$ cat src/rtl/keypad_scanner_pkg.sv
// Shared constants and helpers for the 4x4 keypad scanner.
package keypad_scanner_pkg;

  localparam int unsigned NUM_COLS = 4;
  localparam int unsigned NUM_ROWS = 4;
  localparam int unsigned MAP_W    = NUM_COLS * NUM_ROWS;
  localparam int unsigned CAND_W   = 5;

  // Candidate encoding: bit 4 set means no single key in the frame.
  localparam logic [CAND_W-1:0] CAND_NONE = 5'b1_0000;

  // Legend per map bit (4*row+col), entry 0 in the low nibble.
  localparam logic [63:0] KEY_MAP = 64'hDEF0_C987_B654_A321;

  typedef enum logic {
    ST_RELEASED = 1'b0,
    ST_PRESSED  = 1'b1
  } kp_state_e;

  function automatic logic [3:0] key_code(input logic [3:0] idx);
    return KEY_MAP[{idx, 2'b00} +: 4];
  endfunction

  // Single set bit gives its index; zero or several bits give NONE.
  function automatic logic [CAND_W-1:0] frame_cand(input logic [MAP_W-1:0] map);
    logic [4:0] cnt;
    logic [3:0] pos;
    cnt = '0;
    pos = '0;
    for (int i = 0; i < MAP_W; i++) begin
      if (map[i]) begin
        cnt = cnt + 5'd1;
        pos = 4'(i);
      end
    end
    return (cnt == 5'd1) ? {1'b0, pos} : CAND_NONE;
  endfunction

endpackage

$ cat src/rtl/keypad_frame_debounce.sv
// Frame-rate debounce and press/release FSM; produces key reports and history.
module keypad_frame_debounce
  import keypad_scanner_pkg::*;
#(
  parameter int unsigned DEBOUNCE_SCANS = 4
) (
  input  logic              clk,
  input  logic              reset,
  input  logic              frame_done_c,
  input  logic [CAND_W-1:0] cand_c,
  output logic [3:0]        key,
  output logic              key_valid,
  output logic              key_held,
  output logic [15:0]       digits
);

  localparam int unsigned RUN_W = $clog2(DEBOUNCE_SCANS + 1);
  localparam logic [RUN_W-1:0] RUN_MAX = RUN_W'(DEBOUNCE_SCANS);

  kp_state_e         state_q, state_d;
  logic [RUN_W-1:0]  run_q, run_d;
  logic [CAND_W-1:0] prev_q, prev_d;
  logic [3:0]        key_q, key_d;
  logic              valid_q, valid_d;
  logic              held_q, held_d;
  logic [15:0]       digits_q, digits_d;
  logic              stable_c;
  logic [3:0]        code_c;

  always_ff @(posedge clk) begin
    if (!reset) begin
      state_q  <= ST_RELEASED;
      run_q    <= '0;
      prev_q   <= CAND_NONE;
      key_q    <= '0;
      valid_q  <= 1'b0;
      held_q   <= 1'b0;
      digits_q <= '0;
    end else begin
      state_q  <= state_d;
      run_q    <= run_d;
      prev_q   <= prev_d;
      key_q    <= key_d;
      valid_q  <= valid_d;
      held_q   <= held_d;
      digits_q <= digits_d;
    end
  end

  // Run length counts the current frame, so the FSM looks at run_d.
  always_comb begin
    state_d  = state_q;
    run_d    = run_q;
    prev_d   = prev_q;
    key_d    = key_q;
    valid_d  = 1'b0;
    held_d   = held_q;
    digits_d = digits_q;
    stable_c = 1'b0;
    code_c   = key_code(cand_c[3:0]);
    if (frame_done_c) begin
      prev_d = cand_c;
      if (cand_c != prev_q) begin
        run_d = RUN_W'(1);
      end else if (run_q != RUN_MAX) begin
        run_d = run_q + RUN_W'(1);
      end
      stable_c = (run_d == RUN_MAX);
      case (state_q)
        ST_RELEASED: begin
          if (stable_c && !cand_c[CAND_W-1]) begin
            key_d    = code_c;
            digits_d = {digits_q[11:0], code_c};
            valid_d  = 1'b1;
            held_d   = 1'b1;
            state_d  = ST_PRESSED;
          end
        end
        ST_PRESSED: begin
          if (stable_c && cand_c[CAND_W-1]) begin
            held_d  = 1'b0;
            state_d = ST_RELEASED;
          end
        end
        default: state_d = ST_RELEASED;
      endcase
    end
  end

  assign key       = key_q;
  assign key_valid = valid_q;
  assign key_held  = held_q;
  assign digits    = digits_q;

endmodule

$ cat src/rtl/keypad_scanner.sv
// 4x4 keypad column scanner: row synchronizer, column rotation and frame assembly.
module keypad_scanner
  import keypad_scanner_pkg::*;
#(
  parameter int unsigned SCAN_DIV       = 100000,
  parameter int unsigned DEBOUNCE_SCANS = 4
) (
  input  logic        clk,
  input  logic        reset,
  input  logic [3:0]  row,
  output logic [3:0]  col,
  output logic [3:0]  key,
  output logic        key_valid,
  output logic        key_held,
  output logic [15:0] digits
);

  localparam int unsigned DIV_W = $clog2(SCAN_DIV);

  logic [3:0]        row_meta_q, row_sync_q;
  logic [DIV_W-1:0]  div_q, div_d;
  logic [1:0]        idx_q, idx_d;
  logic [MAP_W-1:0]  map_q, map_d;
  logic [3:0]        col_q, col_d;
  logic              sample_c;
  logic              frame_done_c;
  logic [CAND_W-1:0] cand_c;

  always_ff @(posedge clk) begin
    if (!reset) begin
      row_meta_q <= '1;
      row_sync_q <= '1;
      div_q      <= '0;
      idx_q      <= '0;
      map_q      <= '0;
      col_q      <= 4'b1110;
    end else begin
      row_meta_q <= row;
      row_sync_q <= row_meta_q;
      div_q      <= div_d;
      idx_q      <= idx_d;
      map_q      <= map_d;
      col_q      <= col_d;
    end
  end

  // Sample only at the end of the settle window, then step to the next column.
  always_comb begin
    sample_c = (div_q == DIV_W'(SCAN_DIV - 1));
    div_d    = div_q + DIV_W'(1);
    idx_d    = idx_q;
    map_d    = map_q;
    if (sample_c) begin
      div_d = '0;
      idx_d = idx_q + 2'd1;
      for (int r = 0; r < NUM_ROWS; r++) begin
        map_d[{r[1:0], idx_q}] = ~row_sync_q[r];
      end
    end
    col_d        = ~(4'b0001 << idx_d);
    frame_done_c = sample_c && (idx_q == 2'(NUM_COLS - 1));
    cand_c       = frame_cand(map_d);
  end

  assign col = col_q;

  keypad_frame_debounce #(
    .DEBOUNCE_SCANS(DEBOUNCE_SCANS)
  ) u_debounce (
    .clk         (clk),
    .reset       (reset),
    .frame_done_c(frame_done_c),
    .cand_c      (cand_c),
    .key         (key),
    .key_valid   (key_valid),
    .key_held    (key_held),
    .digits      (digits)
  );

endmodule

$ cat config.mk
export PLATFORM = sky130hd
export DESIGN_NAME = keypad_scanner
export DESIGN_NICKNAME = d
export VERILOG_FILES = /design/src/rtl/keypad_scanner_pkg.sv /design/src/rtl/keypad_frame_debounce.sv /design/src/rtl/keypad_scanner.sv
export SDC_FILE = /design/constraint.sdc
export NUM_CORES = 1
export LEC_CHECK = 0
export ABC_CLOCK_PERIOD_IN_PS = 12000
export CORE_MARGIN = 2
export CORE_UTILIZATION = 54
export DETAILED_ROUTE_END_ITERATION = 12
export GPL_TIMING_DRIVEN = 0
export PLACE_DENSITY = 0.77
export REMOVE_ABC_BUFFERS = 1
export SLEW_MARGIN = 20
export SYNTH_ARGS = -nofsm -noshare
export SYNTH_HDL_FRONTEND = slang
export SYNTH_HIERARCHICAL = 1
export SYNTH_SLANG_ARGS = --single-unit
export TNS_END_PERCENT = 50
$ cat constraint.sdc
create_clock -name clk -period 12 [get_ports clk]
set_clock_uncertainty 0.15 [all_clocks]
set_input_delay 2.4 -clock clk [delete_from_list [all_inputs] [get_ports clk]]
set_output_delay 2.4 -clock clk [all_outputs]
set_load 0.005 [all_outputs]
# After elaboration in Yosys (flattened, before gate mapping)
# Cells that the tools add are included.
[totals] wordCells=124 out_inout_bits=26 reg_bits=78 in_bits=6
[classes] n_mux=55 eq_ne=8 order_cmp=8 bitwise_logic=8 shifts=2 n_reduce_logical=12 addsub=18
[ops] op="two-way mux 5 bit" count=16
[ops] op="adder 5 x 1 -> 5 bit (second input constant)" count=15
[ops] op="bitwise mux 16 bit" count=4
[ops] op="indexed part select 64 x 7 -> 4 bit (first input constant)" count=1
[ops] op="two-way mux 4 bit" count=14
[ops] op="adder 17 x 1 -> 17 bit (second input constant)" count=1
[ops] op="equality test 17 bit (second input constant)" count=1
[ops] op="two-way mux 16 bit" count=1
[ops] op="less-than comparator 4 x 5 -> 1 bit (second input constant)" count=2
[ops] op="two-way mux 1 bit" count=10
[ops] op="two-way mux 3 bit" count=3
[ops] op="demux 1 bit (select 2 bit)" count=4
[ops] op="greater-or-equal comparator 4 x 1 -> 1 bit (second input constant)" count=2
[ops] op="logical AND 1 bit" count=7
[ops] op="inverter 1 bit" count=7
[ops] op="AND reduction 3 bit" count=2
[ops] op="equality test 5 x 1 -> 1 bit (second input constant)" count=1
[ops] op="less-than comparator 2 x 5 -> 1 bit (second input constant)" count=1
[ops] op="less-than comparator 3 x 5 -> 1 bit (second input constant)" count=1
[ops] op="!= test 5 bit" count=1
[ops] op="inverter 4 bit" count=1
[ops] op="case mux 1 bit (2 select lines)" count=2
[ops] op="left shift 1 x 2 -> 4 bit (first input constant)" count=1
[ops] op="adder 3 x 1 -> 3 bit (second input constant)" count=1
[ops] op="12 further kinds" count=12

# Depth between registers and ports, before layout
[depth] ltp_word=49 ltp_mapped=65

# Cells and area by module
# Netlist, hierarchy kept.
[by_module_without_submodules] mod="keypad_scanner" seq_area_each_um2=940.9 cells_each=457 area_per_inst_um2=3692.3 n_inst=1
[by_module_without_submodules] mod="keypad_frame_debounce" seq_area_each_um2=540.5 cells_each=142 area_per_inst_um2=1361.3 n_inst=1

# Worst setup path after synthesis
# Ideal clock, no wire load.
[synth_timing] path_type="reg2reg" startpoint="register div_q[0]" endpoint="register u_debounce.digits_q[11] (netlist: u_debounce/digits[11])" path_buffers=4 setup_slack_ns=0.035 path_stages_with_launch=62 t_arrival_ns=11.695 synth_period_minus_slack_ns=11.965 path_cell_list="dfxtp_1 ha_1 and4_1 buf_2 and4_1 buf_2 nand2_1 nor2_1 a21oi_1 ha_1 or4_1 nand3_2 ha_1 o21ai_0 o21ai_0 ha_1 mux2_2 ha_1 [... 26 more ...] o21ai_0 ha_1 mux2_2 ha_1 mux2i_1 inv_1 ha_1 or3_1 a21boi_2 and4_1 mux2i_2 a21oi_1 xnor2_1 nand3_1 or4b_1 buf_6 buf_12 mux2i_1"
[synth_between] elab_chain_cells=41 elab_cells_between_ends=58
[synth_rtl] element="from (decl)" line="keypad_scanner.sv:21" text="logic [DIV_W-1:0] div_q, div_d;"
[synth_rtl] element="from (signal assigned)" line="keypad_scanner.sv:40" text="div_q <= div_d;"
[synth_rtl] element="equality test 17 bit (*)" line="keypad_scanner.sv:49" text="sample_c = (div_q == DIV_W'(SCAN_DIV - 1));"
[synth_rtl] element="two-way mux 16 bit (*)" line="keypad_scanner.sv:53" text="if (sample_c) begin"
[synth_rtl] element="two-way mux 1 bit" line="keypad_scanner_pkg.sv:31" text="if (map[i]) begin"
[synth_rtl] element="adder 5 x 1 -> 5 bit" line="keypad_scanner_pkg.sv:32" text="cnt = cnt + 5'd1;"
[synth_rtl] element="two-way mux 5 bit" line="keypad_scanner_pkg.sv:31"
[synth_rtl] element="adder 5 x 1 -> 5 bit" line="keypad_scanner_pkg.sv:32"
[synth_rtl] element="two-way mux 5 bit" line="keypad_scanner_pkg.sv:31"
[synth_rtl] element="adder 5 x 1 -> 5 bit" line="keypad_scanner_pkg.sv:32"
[synth_rtl] element="[... 26 more ...]"
[synth_rtl] element="two-way mux 5 bit (*)" line="keypad_scanner_pkg.sv:36" text="return (cnt == 5'd1) ? {1'b0, pos} : CAND_NONE;"
[synth_rtl] element="via cand_c[0]" line="keypad_scanner.sv:27" text="logic [CAND_W-1:0] cand_c;"
[synth_rtl] element="!= test 5 bit (*)" line="keypad_frame_debounce.sv:63" text="if (cand_c != prev_q) begin"
[synth_rtl] element="two-way mux 3 bit (*)" line="keypad_frame_debounce.sv:63"
[synth_rtl] element="two-way mux 3 bit (*)" line="keypad_frame_debounce.sv:61" text="if (frame_done_c) begin"
[synth_rtl] element="equality test 3 bit (*)" line="keypad_frame_debounce.sv:68" text="stable_c = (run_d == RUN_MAX);"
[synth_rtl] element="logical AND 1 bit (*)" line="keypad_frame_debounce.sv:71" text="if (stable_c && !cand_c[CAND_W-1]) begin"
[synth_rtl] element="AND reduction 3 bit (no source line) (*)"
[synth_rtl] element="to (signal assigned)" line="keypad_frame_debounce.sv:46" text="digits_q <= digits_d;"
[synth_rtl] element="to (decl)" line="keypad_frame_debounce.sv:26" text="logic [15:0] digits_q, digits_d;"
# Mark *: on every way through the listed nets, which the timed path passes. The rest lies on a longest branch. The select of a mux whose other input is x is not followed.
# A chain may end at the register's enable or synchronous reset.

# Worst setup path in the final report
[layout_timing] startpoint="register div_q[0]" endpoint="register u_debounce.digits_q[7] (netlist: u_debounce/digits[7])"
[layout_between] elab_chain_cells=41 elab_cells_between_ends=58
[layout_rtl] element="equality test 17 bit (*)" line="keypad_scanner.sv:49"
[layout_rtl] element="two-way mux 16 bit (*)" line="keypad_scanner.sv:53"
[layout_rtl] element="two-way mux 1 bit" line="keypad_scanner_pkg.sv:31"
[layout_rtl] element="adder 5 x 1 -> 5 bit" line="keypad_scanner_pkg.sv:32"
[layout_rtl] element="two-way mux 5 bit" line="keypad_scanner_pkg.sv:31"
[layout_rtl] element="adder 5 x 1 -> 5 bit" line="keypad_scanner_pkg.sv:32"
[layout_rtl] element="two-way mux 5 bit" line="keypad_scanner_pkg.sv:31"
[layout_rtl] element="adder 5 x 1 -> 5 bit" line="keypad_scanner_pkg.sv:32"
[layout_rtl] element="[... 26 more ...]"
[layout_rtl] element="two-way mux 5 bit (*)" line="keypad_scanner_pkg.sv:36"
[layout_rtl] element="via cand_c[4]" line="keypad_scanner.sv:27"
[layout_rtl] element="!= test 5 bit" line="keypad_frame_debounce.sv:63"
[layout_rtl] element="two-way mux 3 bit" line="keypad_frame_debounce.sv:63"
[layout_rtl] element="two-way mux 3 bit" line="keypad_frame_debounce.sv:61"
[layout_rtl] element="equality test 3 bit" line="keypad_frame_debounce.sv:68"
[layout_rtl] element="logical AND 1 bit (*)" line="keypad_frame_debounce.sv:71"
[layout_rtl] element="AND reduction 3 bit (no source line) (*)"
# Marks and branches as above.

==> summary.txt <==
Floorplan
  – Die height: 101 µm
  – Floorplan row count: 35
  – I/O pins: 32
  – Chip width: 101 µm
  – Initial Util: 55.2%
  – Core area: 9150 µm²
  – Die ar.: about 10,000 µm²

Synth
  – Post-synthesis sequential area ratio: 29.3%
  – Commonest register cell after synthesis: dfxtp_1
  – Yosys warns: 6
  – Yosys cell types: 77
  – EDFF count, synth: 0
  – FF+latch count, synth: 74
  – Avg Cell Area, Syn: 8.44 µm²
  – Synth Cell Area: 5050 µm²
  – Post-Synthesis Cells: approximately 600
  – Area leader, netlist: dfxtp_1
  – Synth area leaders: dfxtp_1 29%, ha_1 5.9%, nand2_1 5.8%, mux2i_1 5.3%, xnor2_1 4.3%
  – Post-synth top area share: 29.3%
  – Asr flop ratio synth: 0%

Timing
  – Tmin final: 11.51 ns
  – TNS Setup: 0 ns
  – Hold slack final: 0.269 ns
  – Fmax: 86.9 MHz
  – Worst relative slew slack: 53.7%
  – Hold Violations, Final: 0
  – Worst-Margin Slew: between 0.6 and 0.7 ns
  – Max-slew violation count: 0
  – Final Cycle Share: 95.9%
  – Final worst slack: ~0.49 ns
  – Final setup fails: 0

Critical path
  – CP max FO: 8
  – Worst path slowest cell: or4b_4
  – Crit start category: register
  – Max incr delay on CP: ~0.69 ns
  – Cell repeated most along the worst path: ha_1
  – Arr. time, crit path: 11.60 ns
  – CP top delay family: simple AND/OR/NAND/NOR gates
  – Crit path buffers/inverters: 3
  – CP endpoint kind: register
  – WS Path Type: register to register
  – Worst EP required: between 10 and 15 ns

Routing
  – Iteration-0 DRC Markers: 276
  – WL per Instance: 15.3 µm
  – Residual DRC: 0
  – DR vias: 4,460
  – Drt pass-1 iters: 5
  – Post-DRT Antenna Nets: 0
  – Vias/cell: roughly 5.9
  – Final WL: roughly 12,000 µm

Placed design
  – Final GP Congestion: 0.872
  – Port bufs: 31
  – Hpwl dp: 7680 µm
  – Instance area at placement: roughly 5400 µm²
  – Setup WS pre-CTS: -1.81 ns

Power
  – Leak: 2.50 nW
  – VDD IR-drop max: 0.0000503 V
  – Power Density: 80.1 nW/µm²

Clocking
  – CTS Buffer Depth: 2
  – CTS tree: built
  – Clock-pin slew on the worst setup and hold paths: 0.08 ns
  – CTS Sinks: 74
  – Clock Latency Late Sink: 0.35 ns
  – Hold_buf cts: 0
  – Root Driver: clkbuf_8
  – CTS buffer count: 9
  – H-tree depth: 3

Global route
  – GRT overflow: 0
  – Number of global-route vias before repair: 4,186
  – Pin count of the biggest net entering global routing: 40
  – Initial antenna violation count: 0
  – Gr usage total: 23.4%
  – First-pass GRT wire length: 19,300 µm

Min path
  – Hold crit path type: register to register

Cells and area
  – Multi-input gate area: 3650 µm²
  – Filler Cell Count: 734
  – Design Area, Final: 6110 µm²
  – Reg area: 1490 µm²
  – Layout cells sized above 1: 17.2%
  – Nets: 673
  – ANT cells: 0
  – Synthesis-to-layout area growth: 20.8%

Status
  – Status: finished, final reports clean

Run
  – Max Cap Violations: 0
synthesized netlist by cell type (all sizes together) (4+ instances only):
master / n
xnor2: 30
nor3b: 4
nor3: 11
or2: 5
and2: 22
xor2: 25
a21oi: 23
o31ai: 4
ha: 24
a21boi: 7
o21ai: 31
buf: 9
nand2: 78
nand4: 11
o21a: 11
nor2b: 12
dfxtp: 74
nor4b: 4
nand2b: 12
or4: 4
mux2i: 28
clkbuf: 17
nor2: 48
nand3: 15
and4: 5
inv: 20
o31a: 4
or3: 5
a211oi: 4
o211ai: 5
and3: 4
per-stage QoR:
stage               instances  power (mW)  util (%)
finish                    758       0.489      66.7
global route              758       0.505      66.7
CTS                       745       0.492      64.4
detailed placement        716       0.264      58.8
global placement          715       0.263      58.6
floorplan                 573       0.258         -
worst register-to-register path, delay by kind of cell (launching register included):
kind	cells	cell delay [ns]
simple gates	22	4.19
fa+ha+maj	15	3.92
compound gates	11	1.30
mux	5	1.11
flops	1	0.36
buf+inv	3	0.24
xor+xnor	1	0.14
cell usage in the layout (no fill, tap or decap), types with 21 or more instances in the layout:
master            n
nand2_1          72
dfxtp_1          72
nor2_1           43
clkdlybuf4s50_1  30
mux2i_1          27
buf_4            26
xor2_1           25
xnor2_1          24
and2_1           21
flip-flops by register name (all words and copies together), names as in the netlist, named ones only:
signal                cells
u_debounce/prev_q         5
u_debounce/key            3
u_debounce/run_q          3
map_q                    16
idx_q                     2
row_meta_q                4
u_debounce/key_held       1
col                       4
u_debounce/key_valid      1
u_debounce/digits        13
row_sync_q                4
div_q                    17
per-layer routing:
metal  vias to the layer above  GRT usage, %  routed length, µm
li1                       2194             -                  -
met1                      2158          30.8               5360
met2                        88          38.8               5650
met3                        20          5.27                391
met4                         0          6.01                174
met5                         -             0                  0
kinds of logic (layout without fill, tap and decap cells):
kind of cell,count (synthesis),after routing,synth area share [%]
AOI/OAI and AO/OA,114,114,15.1
xor gates and xnor gates,60,60,12.7
adders and majority gates,24,24,5.94
buffers and inverters,47,94,4.31
DFF,74,74,29.3
muxes,30,30,6.07
and+or+nand+nor,250,251,26.6
path summary, 6_finish.rpt:
check | startpoint | endpoint | slack (ns) | depth (start not counted)
max | div_q[0]$_SDFF_PP0_ | u_debounce/digits[7]$_SDFFE_PN0P_ | 0.49 | 57
min reg2reg | row_meta_q[1]$_SDFF_PN1_ | row_sync_q[1]$_SDFF_PN1_ | 0.27 | 1
max reg2reg | div_q[0]$_SDFF_PP0_ | u_debounce/digits[7]$_SDFFE_PN0P_ | 0.49 | 57
min | row_meta_q[1]$_SDFF_PN1_ | row_sync_q[1]$_SDFF_PN1_ | 0.27 | 1
area by class of cell:
cell class / count / share of cell area [%]
clock buffers: 10 / 2.09
clock inverters: 5 / 1.70
inverters: 21 / 1.29
multi-input cells: 479 / 59.8
flip-flops and latches: 74 / 24.3
well taps: 111 / 2.27
repair buffers: 58 / 8.52
timing repair:
item | CTS | global route
setup buffers | 13 | 13
gates resized for setup | 44 | 25
setup endpoints to repair | 27 | 24
gates cloned | 1 | 0
pin swaps | 13 | 14
power by group:
group	switching, mW	internal, mW
Clock	0.0930	0.137
Combinational	0.00489	0.00439
Sequential	0.00253	0.247
Total	0.100	0.389
Power figures use the tool's default switching activity.
